==> config.mk <==
export PLATFORM = sky130hd
export DESIGN_NAME = otter_iobus_responder
export DESIGN_NICKNAME = d
export VERILOG_FILES = /design/src/rtl/otter_io_pkg.sv /design/src/rtl/otter_sync_fifo.sv /design/src/rtl/otter_iobus_responder.sv
export SDC_FILE = /design/constraint.sdc
export NUM_CORES = 1
export LEC_CHECK = 0
export ABC_AREA = 1
export CAP_MARGIN = 5
export CORE_ASPECT_RATIO = 0.9
export CORE_MARGIN = 1
export CORE_UTILIZATION = 31
export CTS_BUF_LIST = sky130_fd_sc_hd__clkbuf_8
export CTS_CLUSTER_DIAMETER = 80
export CTS_CLUSTER_SIZE = 28
export DETAILED_ROUTE_END_ITERATION = 6
export PLACE_DENSITY_LB_ADDON = 0.25
export SYNTH_ARGS = -nofsm -noshare
export SYNTH_HDL_FRONTEND = slang
export SYNTH_SLANG_ARGS = --single-unit
==> constraint.sdc <==
create_clock -name CLK -period 3.2 [get_ports CLK]
set_clock_uncertainty 0.05 [all_clocks]
set_input_delay 0.8 -clock CLK [delete_from_list [all_inputs] [get_ports CLK]]
set_output_delay 0.8 -clock CLK [all_outputs]
set_load 0.1 [all_outputs]
==> src/rtl/otter_io_pkg.sv <==
// Shared constants for the OTTER IOBUS responder: window base, register offsets and
// bit positions inside the STATUS and TCTRL registers.
package otter_io_pkg;

  localparam logic [31:0] IO_BASE_DEF = 32'h1100_0000;

  localparam logic [7:0] OFF_SW     = 8'h00;
  localparam logic [7:0] OFF_LED    = 8'h20;
  localparam logic [7:0] OFF_TXDATA = 8'h40;
  localparam logic [7:0] OFF_STATUS = 8'h44;
  localparam logic [7:0] OFF_TCNT   = 8'h60;
  localparam logic [7:0] OFF_TCMP   = 8'h64;
  localparam logic [7:0] OFF_TCTRL  = 8'h68;

  localparam int ST_OVF   = 8;
  localparam int ST_FULL  = 7;
  localparam int ST_EMPTY = 6;
  localparam int ST_CNT_W = 6;

  localparam int TC_PEND  = 2;
  localparam int TC_IRQEN = 1;
  localparam int TC_EN    = 0;

  localparam logic [31:0] TCMP_RST = 32'hFFFF_FFFF;

  // The window is a 256-byte page whose upper half-word matches the base.
  function automatic logic io_hit(input logic [31:0] addr, input logic [15:0] base_hi);
    return (addr[31:16] == base_hi) && (addr[15:8] == 8'h00);
  endfunction

endpackage

==> src/rtl/otter_sync_fifo.sv <==
// Synchronous FIFO with a registered head; zero-latency accept, head visible the cycle after push.
// A push while full is accepted only when a pop happens in the same cycle; otherwise drop_o pulses.
module otter_sync_fifo #(
  parameter int WIDTH = 8,
  parameter int DEPTH = 8
) (
  input  logic                       clk_i,
  input  logic                       rst_i,
  input  logic                       push_i,
  input  logic [WIDTH-1:0]           push_dat_i,
  input  logic                       pop_i,
  output logic [WIDTH-1:0]           head_dat_o,
  output logic                       head_vld_o,
  output logic                       full_o,
  output logic                       empty_o,
  output logic [$clog2(DEPTH+1)-1:0] count_o,
  output logic                       drop_o
);

  localparam int AW = $clog2(DEPTH);
  localparam int CW = $clog2(DEPTH + 1);
  localparam logic [CW-1:0] FULL_CNT = CW'(DEPTH);

  logic [WIDTH-1:0] mem_q [DEPTH];
  logic [AW-1:0]    wr_ptr_q, wr_ptr_d;
  logic [AW-1:0]    rd_ptr_q, rd_ptr_d;
  logic [CW-1:0]    count_q, count_d;
  logic [CW-1:0]    remain;
  logic [WIDTH-1:0] head_q, head_d;
  logic             do_pop, do_push;

  always_comb begin
    do_pop   = pop_i && (count_q != '0);
    do_push  = push_i && ((count_q != FULL_CNT) || do_pop);
    wr_ptr_d = do_push ? wr_ptr_q + AW'(1) : wr_ptr_q;
    rd_ptr_d = do_pop ? rd_ptr_q + AW'(1) : rd_ptr_q;
    remain   = count_q - CW'(do_pop);
    count_d  = remain + CW'(do_push);
    head_d   = head_q;
    // When the entry being pushed becomes the head it is not in memory yet, so bypass it.
    if (count_d != '0) begin
      head_d = (remain == '0) ? push_dat_i : mem_q[rd_ptr_d];
    end
  end

  always_ff @(posedge clk_i) begin
    if (rst_i) begin
      wr_ptr_q <= '0;
      rd_ptr_q <= '0;
      count_q  <= '0;
      head_q   <= '0;
    end else begin
      wr_ptr_q <= wr_ptr_d;
      rd_ptr_q <= rd_ptr_d;
      count_q  <= count_d;
      head_q   <= head_d;
    end
  end

  always_ff @(posedge clk_i) begin
    if (do_push) begin
      mem_q[wr_ptr_q] <= push_dat_i;
    end
  end

  assign head_dat_o = head_q;
  assign head_vld_o = (count_q != '0);
  assign full_o     = (count_q == FULL_CNT);
  assign empty_o    = (count_q == '0);
  assign count_o    = count_q;
  assign drop_o     = push_i && !do_push;

endmodule

==> src/rtl/otter_iobus_responder.sv <==
// OTTER IOBUS peripheral: switch/LED registers, TX byte FIFO drained by valid/ready, compare timer.
// Loads are combinational from IOBUS_ADDR; stores take effect at the strobe edge; stores to a full FIFO drop.
module otter_iobus_responder
  import otter_io_pkg::*;
#(
  parameter logic [31:0] IO_BASE    = IO_BASE_DEF,
  parameter int          FIFO_DEPTH = 8,
  parameter int          LED_W      = 16
) (
  input  logic             CLK,
  input  logic             RESET,
  input  logic [31:0]      IOBUS_ADDR,
  input  logic [31:0]      IOBUS_OUT,
  input  logic             IOBUS_WR,
  output logic [31:0]      IOBUS_IN,
  input  logic [LED_W-1:0] SWITCHES,
  output logic [LED_W-1:0] LEDS,
  output logic [7:0]       TX_DATA,
  output logic             TX_VALID,
  input  logic             TX_READY,
  output logic             INTR
);

  localparam int CW = $clog2(FIFO_DEPTH + 1);

  logic             hit;
  logic [7:0]       off;
  logic             wr_led, wr_tx, wr_status, wr_tcnt, wr_tcmp, wr_tctrl;

  logic [LED_W-1:0] sw_meta_q, sw_sync_q;
  logic [LED_W-1:0] led_q, led_d;
  logic             ovf_q, ovf_d;
  logic [31:0]      tcnt_q, tcnt_d;
  logic [31:0]      tcmp_q, tcmp_d;
  logic             en_q, en_d;
  logic             irq_en_q, irq_en_d;
  logic             pend_q, pend_d;
  logic             match;

  logic             fifo_full, fifo_empty, fifo_drop;
  logic [CW-1:0]    fifo_count;

  always_comb begin
    hit       = io_hit(IOBUS_ADDR, IO_BASE[31:16]);
    off       = IOBUS_ADDR[7:0];
    wr_led    = IOBUS_WR && hit && (off == OFF_LED);
    wr_tx     = IOBUS_WR && hit && (off == OFF_TXDATA);
    wr_status = IOBUS_WR && hit && (off == OFF_STATUS);
    wr_tcnt   = IOBUS_WR && hit && (off == OFF_TCNT);
    wr_tcmp   = IOBUS_WR && hit && (off == OFF_TCMP);
    wr_tctrl  = IOBUS_WR && hit && (off == OFF_TCTRL);
  end

  otter_sync_fifo #(
    .WIDTH (8),
    .DEPTH (FIFO_DEPTH)
  ) u_tx_fifo (
    .clk_i      (CLK),
    .rst_i      (RESET),
    .push_i     (wr_tx),
    .push_dat_i (IOBUS_OUT[7:0]),
    .pop_i      (TX_READY),
    .head_dat_o (TX_DATA),
    .head_vld_o (TX_VALID),
    .full_o     (fifo_full),
    .empty_o    (fifo_empty),
    .count_o    (fifo_count),
    .drop_o     (fifo_drop)
  );

  always_comb begin
    led_d    = wr_led ? IOBUS_OUT[LED_W-1:0] : led_q;
    ovf_d    = ovf_q;
    if (fifo_drop) begin
      ovf_d = 1'b1;
    end else if (wr_status && IOBUS_OUT[ST_OVF]) begin
      ovf_d = 1'b0;
    end

    tcmp_d   = wr_tcmp ? IOBUS_OUT : tcmp_q;
    en_d     = wr_tctrl ? IOBUS_OUT[TC_EN] : en_q;
    irq_en_d = wr_tctrl ? IOBUS_OUT[TC_IRQEN] : irq_en_q;
    match    = en_q && (tcnt_q == tcmp_q);
    tcnt_d   = tcnt_q;
    pend_d   = pend_q;
    if (wr_tcnt) begin
      tcnt_d = IOBUS_OUT;
    end else if (match) begin
      tcnt_d = '0;
    end else if (en_q) begin
      tcnt_d = tcnt_q + 32'd1;
    end
    // A compare hit outranks a software clear landing in the same cycle.
    if (match && !wr_tcnt) begin
      pend_d = 1'b1;
    end else if (wr_tctrl && IOBUS_OUT[TC_PEND]) begin
      pend_d = 1'b0;
    end
  end

  always_ff @(posedge CLK) begin
    if (RESET) begin
      sw_meta_q <= '0;
      sw_sync_q <= '0;
      led_q     <= '0;
      ovf_q     <= 1'b0;
      tcnt_q    <= '0;
      tcmp_q    <= TCMP_RST;
      en_q      <= 1'b0;
      irq_en_q  <= 1'b0;
      pend_q    <= 1'b0;
    end else begin
      sw_meta_q <= SWITCHES;
      sw_sync_q <= sw_meta_q;
      led_q     <= led_d;
      ovf_q     <= ovf_d;
      tcnt_q    <= tcnt_d;
      tcmp_q    <= tcmp_d;
      en_q      <= en_d;
      irq_en_q  <= irq_en_d;
      pend_q    <= pend_d;
    end
  end

  always_comb begin
    IOBUS_IN = '0;
    if (hit) begin
      case (off)
        OFF_SW:     IOBUS_IN[LED_W-1:0] = sw_sync_q;
        OFF_LED:    IOBUS_IN[LED_W-1:0] = led_q;
        OFF_STATUS: begin
          IOBUS_IN[ST_OVF]         = ovf_q;
          IOBUS_IN[ST_FULL]        = fifo_full;
          IOBUS_IN[ST_EMPTY]       = fifo_empty;
          IOBUS_IN[ST_CNT_W-1:0]   = ST_CNT_W'(fifo_count);
        end
        OFF_TCNT:   IOBUS_IN = tcnt_q;
        OFF_TCMP:   IOBUS_IN = tcmp_q;
        OFF_TCTRL:  begin
          IOBUS_IN[TC_PEND]  = pend_q;
          IOBUS_IN[TC_IRQEN] = irq_en_q;
          IOBUS_IN[TC_EN]    = en_q;
        end
        default:    IOBUS_IN = '0;
      endcase
    end
  end

  assign LEDS = led_q;
  assign INTR = pend_q && irq_en_q;

endmodule
Yosys cells after proc, flatten, opt, wreduce, memory -nomap -nowiden
Memory sizes are Yosys's and may differ from the RTL's.
Index checks and enable logic that the tools add are counted.
{"block": "word_totals", "reg_bits": 134, "mem_bits_rw": 64, "input_bits": 84, "output_inout_bits": 58, "word_cells": 73, "n_memories": 1}
{"memory": "u_tx_fifo.mem_q", "words": 8, "word_bits": 8, "rd": 1, "rd_ports_with_merged_regs": 0, "write_ports": 1, "line": "otter_sync_fifo.sv:24", "rtl": "logic [WIDTH-1:0] mem_q [DEPTH];"}
{"block": "op_classes", "n_addsub": 5, "n_eq_ne": 10, "muxes": 16, "n_reduce_logical": 28}
{"operator": "2-to-1 mux 32 bit", "n": 4}
{"operator": "== test 8 x 7 -> 1 bit (second input constant)", "n": 5}
{"operator": "adder 32 x 1 -> 32 bit (second input constant)", "n": 1}
{"operator": "== test 32 bit", "n": 1}
{"operator": "case mux 16 bit (2 select lines)", "n": 1}
{"operator": "case mux 6 bit (5 select lines)", "n": 1}
{"operator": "case mux 7 bit (4 select lines)", "n": 1}
{"operator": "case mux 3 bit (6 select lines)", "n": 1}
{"operator": "== test 16 x 13 -> 1 bit (second input constant)", "n": 1}
{"operator": "logical AND 1 bit", "n": 16}
{"operator": "zero test 8 bit", "n": 2}
{"operator": "== test 8 x 6 -> 1 bit (second input constant)", "n": 1}
{"operator": "zero test 4 bit", "n": 2}
{"operator": "2-to-1 mux 8 bit", "n": 1}
{"operator": "nonzero test 4 bit", "n": 2}
{"operator": "adder 3 x 1 -> 3 bit (second input constant)", "n": 2}
{"operator": "2-to-1 mux 1 bit", "n": 6}
{"operator": "adder 4 x 1 -> 4 bit", "n": 1}
{"operator": "== test 4 bit (second input constant)", "n": 1}
{"operator": "!= test 4 bit (second input constant)", "n": 1}
{"operator": "nonzero test 2 bit", "n": 2}
{"operator": "subtractor 4 x 1 -> 4 bit", "n": 1}
{"operator": "2-to-1 mux 3 bit", "n": 1}
{"operator": "nonzero test 3 bit", "n": 1}
{"operator": "other kinds (2)", "n": 3}

Longest topological paths before layout
Gate-level depths: netlist of run 1.
{"block": "logic_depth", "depth_word": 8, "mapped_depth": 15, "depth_no_buf": 15}

By module
From an unflattened synthesis of run 1, not the netlist that was laid out.
{"block": "unflattened", "hier_cells": 1684, "hier_area_um2": 11477.3}
{"module": "otter_iobus_responder", "instances": 1, "cells_each": 1276, "area_per_inst_um2": 7541.0}
{"module": "otter_sync_fifo", "instances": 1, "cells_each": 408, "area_per_inst_um2": 3936.3}

Least setup slack after synthesis of run 1
Ideal clock, no wire load.
{"block": "synth_path", "path_type": "input to output", "from": "in IOBUS_ADDR[1]", "to": "out IOBUS_IN[0]", "t_arrival_ns": 3.302, "required_ns": 2.350, "setup_slack_ns": -0.952, "cell_stages": 8, "path_buffers": 1, "cell_sequence": "nor2_1 nand3_2 nor2_1 nand2_1 inv_1 buf_2 nand2_1 a31oi_1"}
{"block": "synth_via", "elab_chain_cells": 3}
{"element": "start: declaration", "line": "otter_iobus_responder.sv:12", "rtl": "input logic [31:0] IOBUS_ADDR,"}
{"element": "== test 8 x 7 -> 1 bit, or another cell as far along", "line": "otter_iobus_responder.sv:128", "rtl": "case (off)"}
{"element": "case mux 3 bit (6 select lines) (*)", "line": "otter_iobus_responder.sv:128"}
{"element": "2-to-1 mux 32 bit (*)", "line": "otter_iobus_responder.sv:127", "rtl": "if (hit) begin"}
{"element": "end: declaration", "line": "otter_iobus_responder.sv:15", "rtl": "output logic [31:0] IOBUS_IN,"}
Mark *: on every way between the ends. The rest lies on a longest branch, timed or not.

Final worst setup path of run 1
{"block": "layout_path", "from": "in IOBUS_ADDR[5]", "to": "out IOBUS_IN[2]"}
The elaborated chain is that of the path after synthesis.

==> results of run 1 <==
worst max-delay path, stage by stage:
cell	delay (ps)
clkdlybuf4s15_1	330
nand3_4	120
inv_4	100
buf_4	110
nand4_1	160
inv_1	130
nand2_1	50
nand2_1	50
nor2_1	60
a21oi_4	190
buf_12	200
kinds of logic after synthesis:
logic type      count (synthesis)
fa+ha+maj                       7
buf+inv                       357
compound gates                171
flops                         198
xor+xnor                       31
simple gates                  858
what timing repair did:
action,4_1_cts,5_1_grt
hold endpoints to repair,0,0
resized for setup,86,43
pin swaps,11,24
hold buffers,0,0
buffers inserted,18,12
gates cloned,0,6
setup endpoints to repair,40,35
cell type report:
cell class / instances / area, um2
Sequential cell: 198 / 4600
Fill cell: 3577 / 20200
Inverter: 278 / 1060
Tap cell: 469 / 587
Clock inverter: 15 / 191
Timing Repair Buffer: 253 / 2700
Multi-Input combinational cell: 1067 / 5790
Clock buffer: 17 / 234
per-layer routing:
layer / vias to the layer above / part of all wire
li1: 5579 / -
met1: 5177 / 0.49
met2: 352 / 0.43
met3: 46 / 0.062
met4: 2 / 0.021
met5: - / 0.00034
worst paths after layout:
kind | start | to | slack, ps | cells past startpoint
worst max-delay path | IOBUS_ADDR[5] | IOBUS_IN[2] | 40 | 11
worst min-delay path | sw_meta_q[14]$_SDFF_PP0_ | sw_sync_q[14]$_SDFF_PP0_ | 360 | 2
worst max register to register | u_tx_fifo.count_o[3]$_SDFF_PP0_ | u_tx_fifo.head_dat_o[1]$_SDFFE_PP0P_ | 570 | 14
worst min register to register | sw_meta_q[14]$_SDFF_PP0_ | sw_sync_q[14]$_SDFF_PP0_ | 360 | 2
cell usage in the layout, fill, tap and decap left out, drive strengths merged:
master         synthesis  routed
bufinv                 0       3
buf                   53     171
nand3                192     192
edfxtp                64      64
a21oi                105     105
xnor2                 13      13
inv                  276     281
nand2                391     391
nor2b                  1       1
dlymetal6s2s           0       1
ha                     7       7
clkbuf                26      22
and3                   1       1
o2bb2ai                1       1
nand4                 70      70
o211ai                 8       8
clkinvlp               0       3
a31oi                  4       4
dfxtp                134     134
clkdlybuf4s15          0       3
o22ai                 15      15
nor4                   2       2
a22oi                  2       2
nor3                  11      11
dlygate4sd2            0      23
clkdlybuf4s50          0      50
nand3b                 6       6
o21ai                 36      36
nor2                 183     183
clkinv                 2       6
xor2                  18      18
and2                   1       1
power breakdown:
part	switching, mW	internal, mW	leakage (nW)
sequential	0.0771	2.69	1.67
clock	0.996	0.793	0.207
combinational	1.83	0.771	4.65
total	2.91	4.25	6.52
state kept, by name, summed over array words and instances (netlist names):
register / cells
irq_en_q: 1
tcnt_q: 32
tcmp_q: 32
pend_q: 1
en_q: 1
ovf_q: 1
u_tx_fifo.head_dat_o: 8
u_tx_fifo.wr_ptr_q: 3
LEDS: 16
u_tx_fifo.rd_ptr_q: 3
u_tx_fifo.mem_q: 64
sw_sync_q: 16
sw_meta_q: 16
u_tx_fifo.count_o: 4
stage by stage:
stage | utilization | std cells | worst slack (ps) | setup TNS, ps | power, mW
after floorplan | - | 1622 | -264 | -1370 | 4.71
after detailed placement | 0.400 | 2232 | -583 | -26400 | 5.40
final | 0.429 | 2297 | 36.2 | 0 | 7.16
after global placement | 0.400 | 2232 | -586 | -24500 | 5.37
after CTS | 0.419 | 2281 | -17.7 | -74.9 | 7.17
after global routing | 0.429 | 2297 | -13.3 | -50.2 | 7.52
==> qor.csv, run 1 <==
stage,metric,value,unit
run_status,status,finished clean,
detailed_routing,Routed WL,38400,um
layout,layout cells sized above 1,0.183,
detailed_routing,number of remaining DRC errors,0,
detailed_routing,WL per Instance,16.7,um
synthesis,sequential area share after synthesis,0.409,
sta,Fin. Hold Viols,0,
synthesis,"Top FF cell, synth",dfxtp_1,
die,die footprint,0.0371,mm2
layout,NumNets Final,1906,
worst_setup_path,critical path startpoint category,input port,
detailed_routing,Detailed Route Iter0 Violations,935,
die,Die H,183,um
global_route,GRT met1 Usage,0.290,
layout,Antenna Cells,0,
global_route,grt peak-use layer,met2,
cts,CTS buffer count,17,
global_route,met3 Use GR,0.0343,
sta,Worst Tran Pin Value,903,ps
synthesis,Adder-Cell Fraction of Synth Area,0.00778,
cts,H-tree levels,4,
sta,"Min Clock Period, post-route",3160,ps
sta,Setup Viol. Count Final,0,
synthesis,most common cell in the netlist,nand2_1,
synthesis,Synth async-reset ratio,0,
placement,placer congestion estimate,0.891,
placement,IO buf count,141,
synthesis,Post-Syn Nets,1713,
synthesis,top cell type's share of synthesized area,0.238,
worst_setup_path,Worst Path Arrival,2310,ps
synthesis,Synth cell types,46,
die,# rows,65,
sta,hold_ws,357,ps
sta,maximum achievable frequency,316,MHz
placement,DPL Wire Length,26900,um
global_route,met2 Usage GRT,0.314,
pwr,P_leak,6.52,nW
synthesis,cell taking the most area after synthesis,dfxtp_1,
detailed_routing,Via Count,11156,
global_route,vias in the first global route,10524,
synthesis,xor/xnor share of the synthesized area,0.0258,
global_route,grt ovf,0,
cts,clk_lat worst skew,500,ps
global_route,initial antenna violation count,1,
cts,CTS Buffer Depth,2,
worst_setup_path,CP required,2350,ps
synthesis,post-synthesis simple-gate area fraction,0.344,
cts,clock sinks,198,
sta,Final Max Tran Viols,0,
synthesis,largest family of logic cells by synthesized area,simple AND/OR/NAND/NOR gates,
global_route,GRT Util Overall,0.202,
worst_setup_path,top fanout value on the critical path,4,
min_path,worst min path class,reg -> reg,
die,initial core utilization,0.318,
worst_setup_path,CP Capture Type,primary output,
pwr,VDD IR max,398,uV
run,Maximum Capacitance Violations,0,
cts,CTS tree,yes,
synthesis,mux share of post-synthesis cell area,0,
sta,Slew headroom,0.398,
synthesis,synthesized flop and latch total,198,
synthesis,largest cells by area after synthesis,"dfxtp_1 24%, edfxtp_1 17%, nand2_1 13%",
global_route,largest net degree at the start of global routing,77,
synthesis,synthesized area per cell,6.94,um2
detailed_routing,DR pass1 iterations,5,
synthesis,cell count after synthesis,1622,
die,I/O pins,142,
pwr,P per Cell Area,472,mW/mm2
synthesis,post-synthesis compound-gate area fraction,0.0844,
layout,cell area after layout,0.0152,mm2
synthesis,Mapped Area,0.0113,mm2
die,chip width,203,um
worst_setup_path,Crit Path Class,in -> out,
synthesis,Yosys Warn Count,0,
synthesis,Post-synth top cells,"378 x nand2_1, 271 x inv_1, 187 x nand3_1",
global_route,first-pass GRT wire length,58700,um
synthesis,"EDFF count, synth",64,
cts,Root Buffer,clkbuf_8,
detailed_routing,vias per cell,4.86,
sta,final critical-path share of the clock period,0.989,
placement,Post-DP Area,0.0142,mm2
cts,clock slew at reported path FFs,100,ps
die,Core Box Area,0.0354,mm2
layout,P&R area growth vs syn,34.8,%
detailed_routing,Routed Antenna Nets,0,
Note: power is estimated with default switching activity, not from simulation.
==> run 2, diff against run 1 <==
Settings changed: PLACE_DENSITY set to 0.55, PLACE_DENSITY_LB_ADDON 0.25 to unset.
Clock period 3.2 ns to 2.56 ns, I/O delays scaled along.
==> qor.csv, run 2 (synthesized netlist as in run 1, its figures left out) <==
stage,metric,value,unit,change
run_status,status,"complete, but fails checks",,was finished clean
run_status,violated checks,"DRC, setup timing",,
pwr,total power,9.48,mW,was 7.16 mW
global_route,first-pass GRT wire length,62400,um,"was 58,700 um"
detailed_routing,Met1 Wirelength,19300,um,"was 18,600 um"
die,initial core utilization,0.318,,unchanged
worst_setup_path,top fanout value on the critical path,7,,was 4
min_path,worst min path class,reg -> reg,,unchanged
die,# rows,65,,unchanged
cts,Root Buffer,clkbuf_8,,unchanged
die,chip width,203,um,unchanged
layout,largest registers,"u_tx_fifo.mem_q: 64 flops, tcmp_q: 32 flops, tcnt_q: 32 flops",,unchanged
worst_setup_path,CP Capture Type,primary output,,unchanged
cts,H-tree levels,4,,unchanged
global_route,vias in the first global route,10939,,"was 10,524"
global_route,GRT Util Overall,0.219,,was 0.202
sta,Worst Tran Pin Value,909,ps,was 903 ps
sta,Setup Viol. Count Final,32,,was 0
die,die footprint,0.0371,mm2,unchanged
detailed_routing,Via Count,11330,,"was 11,156"
detailed_routing,top sig layer,met4,,was met5
worst_setup_path,"setup slack, reg-to-reg",140,ps,was 570 ps
sta,Final Max Tran Viols,0,,unchanged
cts,clock sinks,198,,unchanged
detailed_routing,met2 WL post-DR,17500,um,"was 16,500 um"
layout,cell area after layout,0.0160,mm2,was 0.0152 mm2
cts,clk_lat worst skew,510,ps,was 500 ps
placement,IO buf count,141,,unchanged
cts,CTS buffer count,17,,unchanged
layout,P&R area growth vs syn,42.5,%,was 34.8%
worst_setup_path,CP required,1870,ps,was 2350 ps
worst_setup_path,Crit Path Class,in -> out,,unchanged
sta,RSZ-0062 raised after global routing,yes,,
global_route,largest net degree at the start of global routing,77,,unchanged
placement,DPL Wire Length,27900,um,"was 26,900 um"
detailed_routing,Routed WL,40200,um,"was 38,400 um"
detailed_routing,DR pass1 iterations,7,,was 5
placement,Post-DP Area,0.0146,mm2,was 0.0142 mm2
die,I/O pins,142,,unchanged
layout,"most common cell after layout, fill and taps aside",nand2_1,,unchanged
sta,final critical-path share of the clock period,1.09,,
layout,number of flip-flops in the largest register,64,,unchanged
detailed_routing,number of remaining DRC errors,1,,was 0
die,Core Box Area,0.0354,mm2,unchanged
detailed_routing,met3 WL,2620,um,was 2400 um
detailed_routing,Routed Antenna Nets,0,,unchanged
placement,post-placement cell count,2251,,"was 2,232"
layout,"commonest non-fill, non-tap cells in the layout","336 x nand2_1, 248 x inv_1, 186 x nand3_1, 162 x nor2_1, 140 x buf_4",,"was 373 x nand2_1, 259 x inv_1, 186 x nand3_1, 164 x nor2_1, 134 x dfxtp_1"
layout,layout cells sized above 1,0.245,,was 0.183
sta,"Min Clock Period, post-route",2790,ps,
pwr,P per Cell Area,591,mW/mm2,was 472 mW/mm2
worst_setup_path,Worst Path Arrival,2100,ps,was 2310 ps
placement,placer congestion estimate,0.963,,was 0.891
detailed_routing,vias per cell,4.84,,was 4.86
layout,NumNets Final,1949,,"was 1,906"
layout,Layout Cells excl Fill,2341,,"was 2,297"
die,Die H,183,um,unchanged
worst_setup_path,critical path startpoint category,input port,,unchanged
global_route,initial antenna violation count,1,,unchanged
pwr,P_leak,7.02,nW,was 6.52 nW
cts,clock slew at reported path FFs,110,ps,was 100 ps
run,Maximum Capacitance Violations,0,,unchanged
cts,CTS tree,yes,,unchanged
sta,maximum achievable frequency,358,MHz,
layout,register name with the most flops,u_tx_fifo.mem_q,,unchanged
detailed_routing,WL per Instance,17.2,um,was 16.7 um
cts,CTS Buffer Depth,2,,unchanged
placement,dpl ws,-854,ps,was -583 ps
detailed_routing,Detailed Route Iter0 Violations,954,,was 935
sta,Slew headroom,0.394,,was 0.398
sta,hold_ws,351,ps,was 357 ps
sta,worst setup margin,-230,ps,was 36.2 ps
pwr,VDD IR max,575,uV,was 398 uV
global_route,grt ovf,0,,unchanged
sta,Fin. Hold Viols,0,,unchanged
-- run 2: cell types whose count changed in the layout (fill, tap and decap cells not counted), moves of 9 or more --
cell	change
o21ai_0	-9
buf_6	+15
buf_2	+15
buf_12	+12
dlygate4sd2_1	-22
buf_4	+21
nand2_4	+23
inv_1	-11
nand2_2	+13
o21ai_1	+10
nand2_1	-37
-- run 2: timing repair --
action	CTS	global route
resized for setup	239	49
endpoints found under the setup margin	40	101
pin swaps	33	50
cloned	7	3
hold buffers	0	0
setup buffers	49	8
-- run 2: path summary, 6_finish.rpt --
path,start,endpoint,cells past startpoint
worst min-delay path,sw_meta_q[6]$_SDFF_PP0_,sw_sync_q[6]$_SDFF_PP0_,2
worst min register to register,sw_meta_q[6]$_SDFF_PP0_,sw_sync_q[6]$_SDFF_PP0_,2
worst max register to register,u_tx_fifo.count_o[1]$_SDFF_PP0_,u_tx_fifo.head_dat_o[1]$_SDFFE_PP0P_,14
worst max-delay path,IOBUS_ADDR[0],IOBUS_IN[11],10
-- run 2: per-stage QoR --
| step | util | TNS (ps) |
|---|---|---|
| 4_1_cts | 0.447 | -6690 |
| 5_1_grt | 0.453 | -7550 |
| 3_5_place_dp | 0.412 | -87120 |
| 3_3_place_gp | 0.412 | -83590 |
| 2_1_floorplan | - | -6060 |
| 6_report | 0.453 | -5640 |
-- run 2: per-layer routing --
layer | vias to the layer above | GRT usage
met4 | 0 | 0.0595
met3 | 51 | 0.0474
met5 | - | 0
met2 | 368 | 0.335
li1 | 5672 | -
met1 | 5239 | 0.310
-- run 2: report_power, final --
part | internal (mW) | leakage, nW | switching [mW]
combinational | 1.38 | 5.16 | 2.49
sequential | 3.36 | 1.67 | 0.0979
clock | 0.903 | 0.200 | 1.24
total | 5.64 | 7.02 | 3.83
-- run 2: worst max-delay path, stage by stage --
cell,delay [ps]
buf_8,100
nor2_4,160
nand3_4,130
inv_2,100
nand4_1,120
nand4_1,190
buf_4,180
nand2_8,100
a21oi_4,170
buf_12,190
-- run 2: layout make-up --
type,instances,area [um2]
fillers,3518,19300
multi-input cells,1068,6120
flip-flops and latches,198,4600
repair buffers,294,3210
inverters,278,1110
well taps,469,587
clock buffers,18,248
clock inverters,14,146
repair inverters,1,16.3
diodes,1,2.50
